File: config.mk
export PLATFORM = sky130hd
export DESIGN_NAME = button_event_decoder
export DESIGN_NICKNAME = d
export VERILOG_FILES = /design/src/rtl/button_event_decoder.sv
export SDC_FILE = /design/constraint.sdc
export NUM_CORES = 1
export LEC_CHECK = 0
export ABC_AREA = 1
export CORE_MARGIN = 5
export CORE_UTILIZATION = 30
export CTS_CLUSTER_SIZE = 14
export DETAILED_ROUTE_END_ITERATION = 12
export RECOVER_POWER = 50
export SETUP_SLACK_MARGIN = 0.2
export SLEW_MARGIN = 20
export SYNTH_ARGS = -nofsm -noshare
export SYNTH_HDL_FRONTEND = slang
export SYNTH_SLANG_ARGS = --single-unit
File: constraint.sdc
create_clock -name clk -period 1.5 [get_ports clk]
set_input_delay 0.225 -clock clk [delete_from_list [all_inputs] [get_ports clk]]
set_output_delay 0.225 -clock clk [all_outputs]
set_load 0.005 [all_outputs]
File: src/rtl/button_event_decoder.sv
// -----------------------------------------------------------------------------
// button_event_decoder
//
// Turns a clean, debounced button level into discrete UI strobes for the
// stopwatch control FSM: press, release, long-press and periodic auto-repeat.
// A button that is already down when reset is released is ignored until it
// has been seen released once, so a stuck or held key never fakes a press.
//
// Ports
//   clk            in   system clock, all logic on posedge
//   rst            in   synchronous active-high reset
//   button_in      in   debounced level, 1 = pressed
//   press_pulse    out  1-cycle strobe, press recognised
//   release_pulse  out  1-cycle strobe, release after a recognised press
//   long_press     out  1-cycle strobe, hold time reached
//   repeat_pulse   out  1-cycle strobe, auto-repeat tick while held
//   held           out  level, high while a recognised press is in progress
// -----------------------------------------------------------------------------
module button_event_decoder #(
  parameter int CNT_W         = 16,
  parameter int HOLD_CYCLES   = 1000,
  parameter int REPEAT_CYCLES = 250,
  parameter bit REPEAT_EN     = 1'b1
) (
  input  logic clk,
  input  logic rst,
  input  logic button_in,
  output logic press_pulse,
  output logic release_pulse,
  output logic long_press,
  output logic repeat_pulse,
  output logic held
);

  typedef enum logic [1:0] {
    ST_ARM     = 2'd0,
    ST_IDLE    = 2'd1,
    ST_PRESSED = 2'd2,
    ST_HELD    = 2'd3
  } state_e;

  // Terminal counts: the counter starts at 0 on the first cycle in a state,
  // so the event fires when it has counted N-1.
  localparam logic [CNT_W-1:0] HOLD_TC   = CNT_W'(HOLD_CYCLES - 1);
  localparam logic [CNT_W-1:0] REPEAT_TC = CNT_W'(REPEAT_CYCLES - 1);
  localparam logic [CNT_W-1:0] CNT_ZERO  = {CNT_W{1'b0}};
  localparam logic [CNT_W-1:0] CNT_ONE   = CNT_W'(1);

  state_e           state_q, state_d;
  logic [CNT_W-1:0] cnt_q, cnt_d;
  logic             press_q, press_d;
  logic             release_q, release_d;
  logic             long_q, long_d;
  logic             repeat_q, repeat_d;
  logic             held_q, held_d;

  // Next-state, counter and strobe decode; strobes default low every cycle.
  always_comb begin
    state_d   = state_q;
    cnt_d     = cnt_q;
    press_d   = 1'b0;
    release_d = 1'b0;
    long_d    = 1'b0;
    repeat_d  = 1'b0;
    held_d    = 1'b0;

    case (state_q)
      ST_ARM: begin
        // Wait for the button to be seen up before accepting presses.
        if (button_in == 1'b0) begin
          state_d = ST_IDLE;
        end else begin
          state_d = ST_ARM;
        end
        cnt_d = CNT_ZERO;
      end

      ST_IDLE: begin
        if (button_in == 1'b1) begin
          state_d = ST_PRESSED;
          press_d = 1'b1;
        end else begin
          state_d = ST_IDLE;
        end
        cnt_d = CNT_ZERO;
      end

      ST_PRESSED: begin
        // Release is tested first so it wins over a coincident long-press.
        if (button_in == 1'b0) begin
          state_d   = ST_IDLE;
          release_d = 1'b1;
          cnt_d     = CNT_ZERO;
        end else if (cnt_q == HOLD_TC) begin
          state_d = ST_HELD;
          long_d  = 1'b1;
          cnt_d   = CNT_ZERO;
        end else begin
          cnt_d = cnt_q + CNT_ONE;
        end
      end

      ST_HELD: begin
        if (button_in == 1'b0) begin
          state_d   = ST_IDLE;
          release_d = 1'b1;
          cnt_d     = CNT_ZERO;
        end else if (REPEAT_EN == 1'b0) begin
          cnt_d = CNT_ZERO;
        end else if (cnt_q == REPEAT_TC) begin
          repeat_d = 1'b1;
          cnt_d    = CNT_ZERO;
        end else begin
          cnt_d = cnt_q + CNT_ONE;
        end
      end

      default: begin
        state_d = ST_ARM;
        cnt_d   = CNT_ZERO;
      end
    endcase

    // held tracks the state being entered, so it is registered with the strobes.
    if ((state_d == ST_PRESSED) || (state_d == ST_HELD)) begin
      held_d = 1'b1;
    end else begin
      held_d = 1'b0;
    end
  end

  // State, counter and output registers with synchronous reset.
  always_ff @(posedge clk) begin
    if (rst) begin
      state_q   <= ST_ARM;
      cnt_q     <= CNT_ZERO;
      press_q   <= 1'b0;
      release_q <= 1'b0;
      long_q    <= 1'b0;
      repeat_q  <= 1'b0;
      held_q    <= 1'b0;
    end else begin
      state_q   <= state_d;
      cnt_q     <= cnt_d;
      press_q   <= press_d;
      release_q <= release_d;
      long_q    <= long_d;
      repeat_q  <= repeat_d;
      held_q    <= held_d;
    end
  end

  assign press_pulse   = press_q;
  assign release_pulse = release_q;
  assign long_press    = long_q;
  assign repeat_pulse  = repeat_q;
  assign held          = held_q;

endmodule

== Yosys cells after proc, flatten, opt, wreduce, memory -nomap -nowiden ==
Index checks and enable logic that the tools add are counted.
Word-level totals
  register bits: 23
  bits in latches: 0
  RAM bits: 0
  bits in read-only memories: 0
  output and inout port bits: 5
  memories kept: 0
Operators by class
  add/sub/neg operators: 1
  $mul: 0
  div/mod/pow operators: 0
  order comparisons: 0
  equality and inequality tests: 7
  shift-type cells: 0
  muxes and demuxes: 16
  bitwise operators: 5
  reduce and logical (&&, ||, !) cells: 8
Operator list (count)
  16-bit 2-to-1 mux: 4
  16-bit one-hot mux with 3 select lines: 1
  16-bit by 1-bit adder with 16-bit output (second input constant): 1
  16-bit by 10-bit == test with 1-bit output (second input constant): 1
  16-bit by 8-bit == test with 1-bit output (second input constant): 1
  2-bit == test (second input constant): 4
  2-bit 2-to-1 mux: 4
  2-bit one-hot mux with 4 select lines: 1
  2-bit OR reduction: 4
  1-bit 2-to-1 mux: 6
  3-bit OR reduction: 2
  1-bit inverter: 5
  2-bit by 1-bit == test with 1-bit output (second input constant): 1
  2-bit logical NOT: 1
  1-bit logical OR: 1

== Logic depth before layout (Yosys ltp) ==
Gate-level depths: netlist of the first run.
  depth after elaboration: 7
  depth in mapped cells: 11

== Worst setup path before layout of the first run ==
No wires, ideal clock.
  path type: register to register
  start: register cnt_q[0]
  end: register cnt_q[5]
  arrival: 1.258 ns
  required time: 1.381 ns
  slack: 0.124 ns
  cell stages (with the launch flop): 12
  period minus slack after synthesis: 1.376 ns
  path through: dfxtp_1 > ha_1 > nand2_1 > inv_1 > nand2_1 > nor2_1 > nand2_1 > nand2_1 > nand2_2 > nand2_4 > buf_12 > nor2_2
Between the ends
  word-level cells in the longest chain between the ends: 4
RTL lines
  start, declared: line 50  | logic [CNT_W-1:0] cnt_q, cnt_d;
  start signal, assigned: line 144  | cnt_q <= cnt_d;
  16-bit by 1-bit adder with 16-bit output (tied with other cells): line 99, 114
  16-bit 2-to-1 mux, on equally long branches: line 110, 94
  16-bit 2-to-1 mux, on equally long branches: line 104, 90
  16-bit one-hot mux with 3 select lines (*): line 67  | case (state_q)
Every way passes the cells marked *; elsewhere a longest branch is shown, timed or not.
A chain may end at the register's enable or synchronous reset.

==> out/results.ini, run 1 <==
[routing]
vias = 909
firstDrtPassIters = 4
viasPerCell = 4.25
post_drt_wl_per_cell_microns = 9.86
postRouteAntennaNets = 0
drt_iter0_drc = 17
finalWirelength_microns = 2110
drc_errors = 0

[run_status]
status = completed

[clock_network]
numCtsBuffers = 3
clkTransAtPathRegs_ps = 70
clkLatencyLatePin_ps = 260
cts_buffer_depth = 2
htreeDepth = 1
ctsRootBufferMaster = clkbuf_8
cts_sinks = 23
cts_tree = built

[global_route]
grt_pass1_vias = 803
grt_max_degree = 13
antenna_found_initial = 0
grt_pass1_wl_microns = 3510
grt_overflow = 0
grtUsageTotal_pct = 9.04

[critical_path]
cp-start-kind = input port
slowest_stage = dlygate4sd3_1
crit_path_frequent_cell = nor2_2
path_cells = dlygate4sd3_1 -> nor2_2 -> nand2_8 -> nor2_2
cp.buffers_inverters = 1
r2r_slack_ps = 180
cp.arrival_ps = 1540
end_kind = flip-flop
slowest_delay_ps = 580
cp_data_required_time_ps = 1700
crit_family = simple AND/OR/NAND/NOR gates
cp_max_fo = 7
path_class = input port to flip-flop

[timing]
setup_viol = 0
hold_viol_final = 0
relSlewSlack_pct = 63.1
tightest_slew_ps = 552
period_needed_ps = 1340
fmax_mhz = 746
rsz0062_at_grt = yes
period_share_pct = 89.3
clock_skew_ps = 6.87
finalMaxSlewViolations = 0

[power]
seqPwrFrac_pct = 59.9
p_sw_mw = 0.211
p_sw_share_pct = 20.6
vdd_drop_max_v = 0.000446
comb_power_share_pct = 2.8
power.density_nw_per_um2 = 718
p_clk_share_pct = 37.3
p_leak_nw = 0.491
power.internal_mw = 0.811

[min_path]
hold_path_class = flip-flop to flip-flop

[synthesis]
syn_area_sq_um = 1090
synth_compound_area_share_pct = 4.00
synthAdderAreaFrac_pct = 2.29
synth_seq_area_share_pct = 42.1
synth_top_family_by_area = simple AND/OR/NAND/NOR gates
synth_flop_cell = dfxtp_1
synth_cell_types = 20
synthArstFlopShare_pct = 0
yosysWarnings = 0
syn_avg_cell_area_sq_um = 7.39
yosys.area_share.xor_xnor_pct = 7.21
synth-edff-count = 0
ys_seq_elements = 23
synth-simple-area-share_pct = 37.1
synthCells = 148
synth.mux.area_fraction_pct = 0
syn_nets = 153

[floorplan]
initial_utilization_pct = 30.3
rows = 22
die_h_microns = 70.4
io_pins = 8
die-area_sq_um = 4950
die_x_microns = 70.4
coreArea_sq_um = 3610

[finish]
drive_above_1_share_pct = 31.3
area_delta_synth_final_pct = 30.2
fill_cells = 375
final_area_sq_um = 1420
final_common_cell = nand2_1
antenna_cells = 0
final_core_util_pct = 39.5
nets = 172
mostFrequentLayoutCells = nand2_1 (27), nor2_2 (18), dfxtp_1 (17), nor2_1 (16), inv_1 (14)

[placement]
numPortBuffers = 7
dpl_cell_area_sq_um = 1250
place.gp.congestion = 0.785
dp_hpwl_microns = 1460

[job]
maxCapViolCount = 0

==> area by class of cell <==
type / instances / area [sq um] / area share, %
Multi-Input combinational cell: 109 / 659 / 46.3
Sequential cell: 23 / 473 / 33.2
Timing Repair Buffer: 14 / 126 / 8.88
Inverter: 16 / 60.1 / 4.22
Tap cell: 48 / 60.1 / 4.22
Clock buffer: 4 / 45.0 / 3.16
==> sequential cells by signal, indices dropped and copies added, names as in the netlist <==
register / count
repeat_pulse: 1
release_pulse: 1
state_q: 2
held: 1
cnt_q: 16
long_press: 1
press_pulse: 1
==> kinds of logic (layout without fill, tap and decap cells) <==
family / after synthesis / in the layout
compound gates: 8 / 8
simple gates: 89 / 90
fa+ha+maj: 2 / 2
xor+xnor: 9 / 9
flops: 23 / 23
buf+inv: 17 / 34
==> layer usage <==
layer,part of all wire (%),wire length [microns],vias to the layer above,GRT usage (%)
li1,-,-,496,-
met1,47,983,396,11.1
met2,47,990,13,14.2
met3,4.9,104,4,3.45
met4,1.4,30,0,3.19
met5,0,0,-,0
==> final timing paths <==
check / from / to / cells after the start
setup / recovery: rst / cnt_q[0] / 4
hold / removal: cnt_q[0] / cnt_q[0] / 1
setup reg to reg: cnt_q[0] / cnt_q[0] / 10
hold reg to reg: cnt_q[0] / cnt_q[0] / 1
==> metrics by stage <==
stage	total power, mW	setup slack (ps)	hold WS [ps]	std cells	TNS [ps]
finish	1.02	160	440	214	0
global route	1.06	86.6	456	214	0
CTS	1.04	189	450	213	0
detailed placement	0.653	-77.0	441	206	-918
global placement	0.653	-49.0	439	206	-486
floorplan	0.639	205	302	148	0
==> Yosys cell counts (2+ instances only) <==
| master | instances | share of area [%] |
|---|---|---|
| a21oi_1 | 4 | 1.8 |
| dfxtp_1 | 23 | 42 |
| ha_1 | 2 | 2.3 |
| inv_1 | 15 | 5.1 |
| nand2_1 | 32 | 11 |
| nand2_2 | 3 | 1.7 |
| nand3_1 | 9 | 4.1 |
| nor2_1 | 23 | 7.9 |
| nor2_2 | 13 | 7.4 |
| nor3_1 | 6 | 2.7 |
| o21ai_0 | 2 | 0.92 |
| xnor2_1 | 5 | 4.0 |
| xor2_1 | 4 | 3.2 |
==> power by group through the flow <==
stage	registers [mW]	logic (mW)	clock network, mW
2_1_floorplan	0.628	0.0109	0
3_3_place_gp	0.628	0.0251	0
3_5_place_dp	0.628	0.0247	0
4_1_cts	0.614	0.0280	0.397
5_1_grt	0.613	0.0313	0.421
6_report	0.612	0.0287	0.381
==> worst register-to-register path: stages (launching register included) <==
cell	delay (ps)
dfxtp_4	370
ha_4	170
nand2_4	70
inv_2	30
nand2_2	60
nor2_2	40
nand2_2	90
nand2_2	70
nand2_4	140
nand2_8	100
nor2_2	120
==> repair_timing <==
action                                  4_1_cts  5_1_grt
pin swaps                                     6        7
buffers inserted                              2        1
cloned                                        1        0
hold buffers                                  0        0
endpoints found under the setup margin       19       20
gates resized for setup                      16       18
Power figures use the tool's default switching activity.
==> run 2, diff against run 1 <==
--- a/config.mk
+++ b/config.mk
@@ -6,6 +6,7 @@
 export NUM_CORES = 1
 export LEC_CHECK = 0
 export ABC_AREA = 1
+export ABC_CLOCK_PERIOD_IN_PS = 1500
 export CORE_MARGIN = 5
 export CORE_UTILIZATION = 30
 export CTS_CLUSTER_SIZE = 14
==> results of run 2 <==
Same layout as run 1: the final DEF is identical, and so are final timing and power.
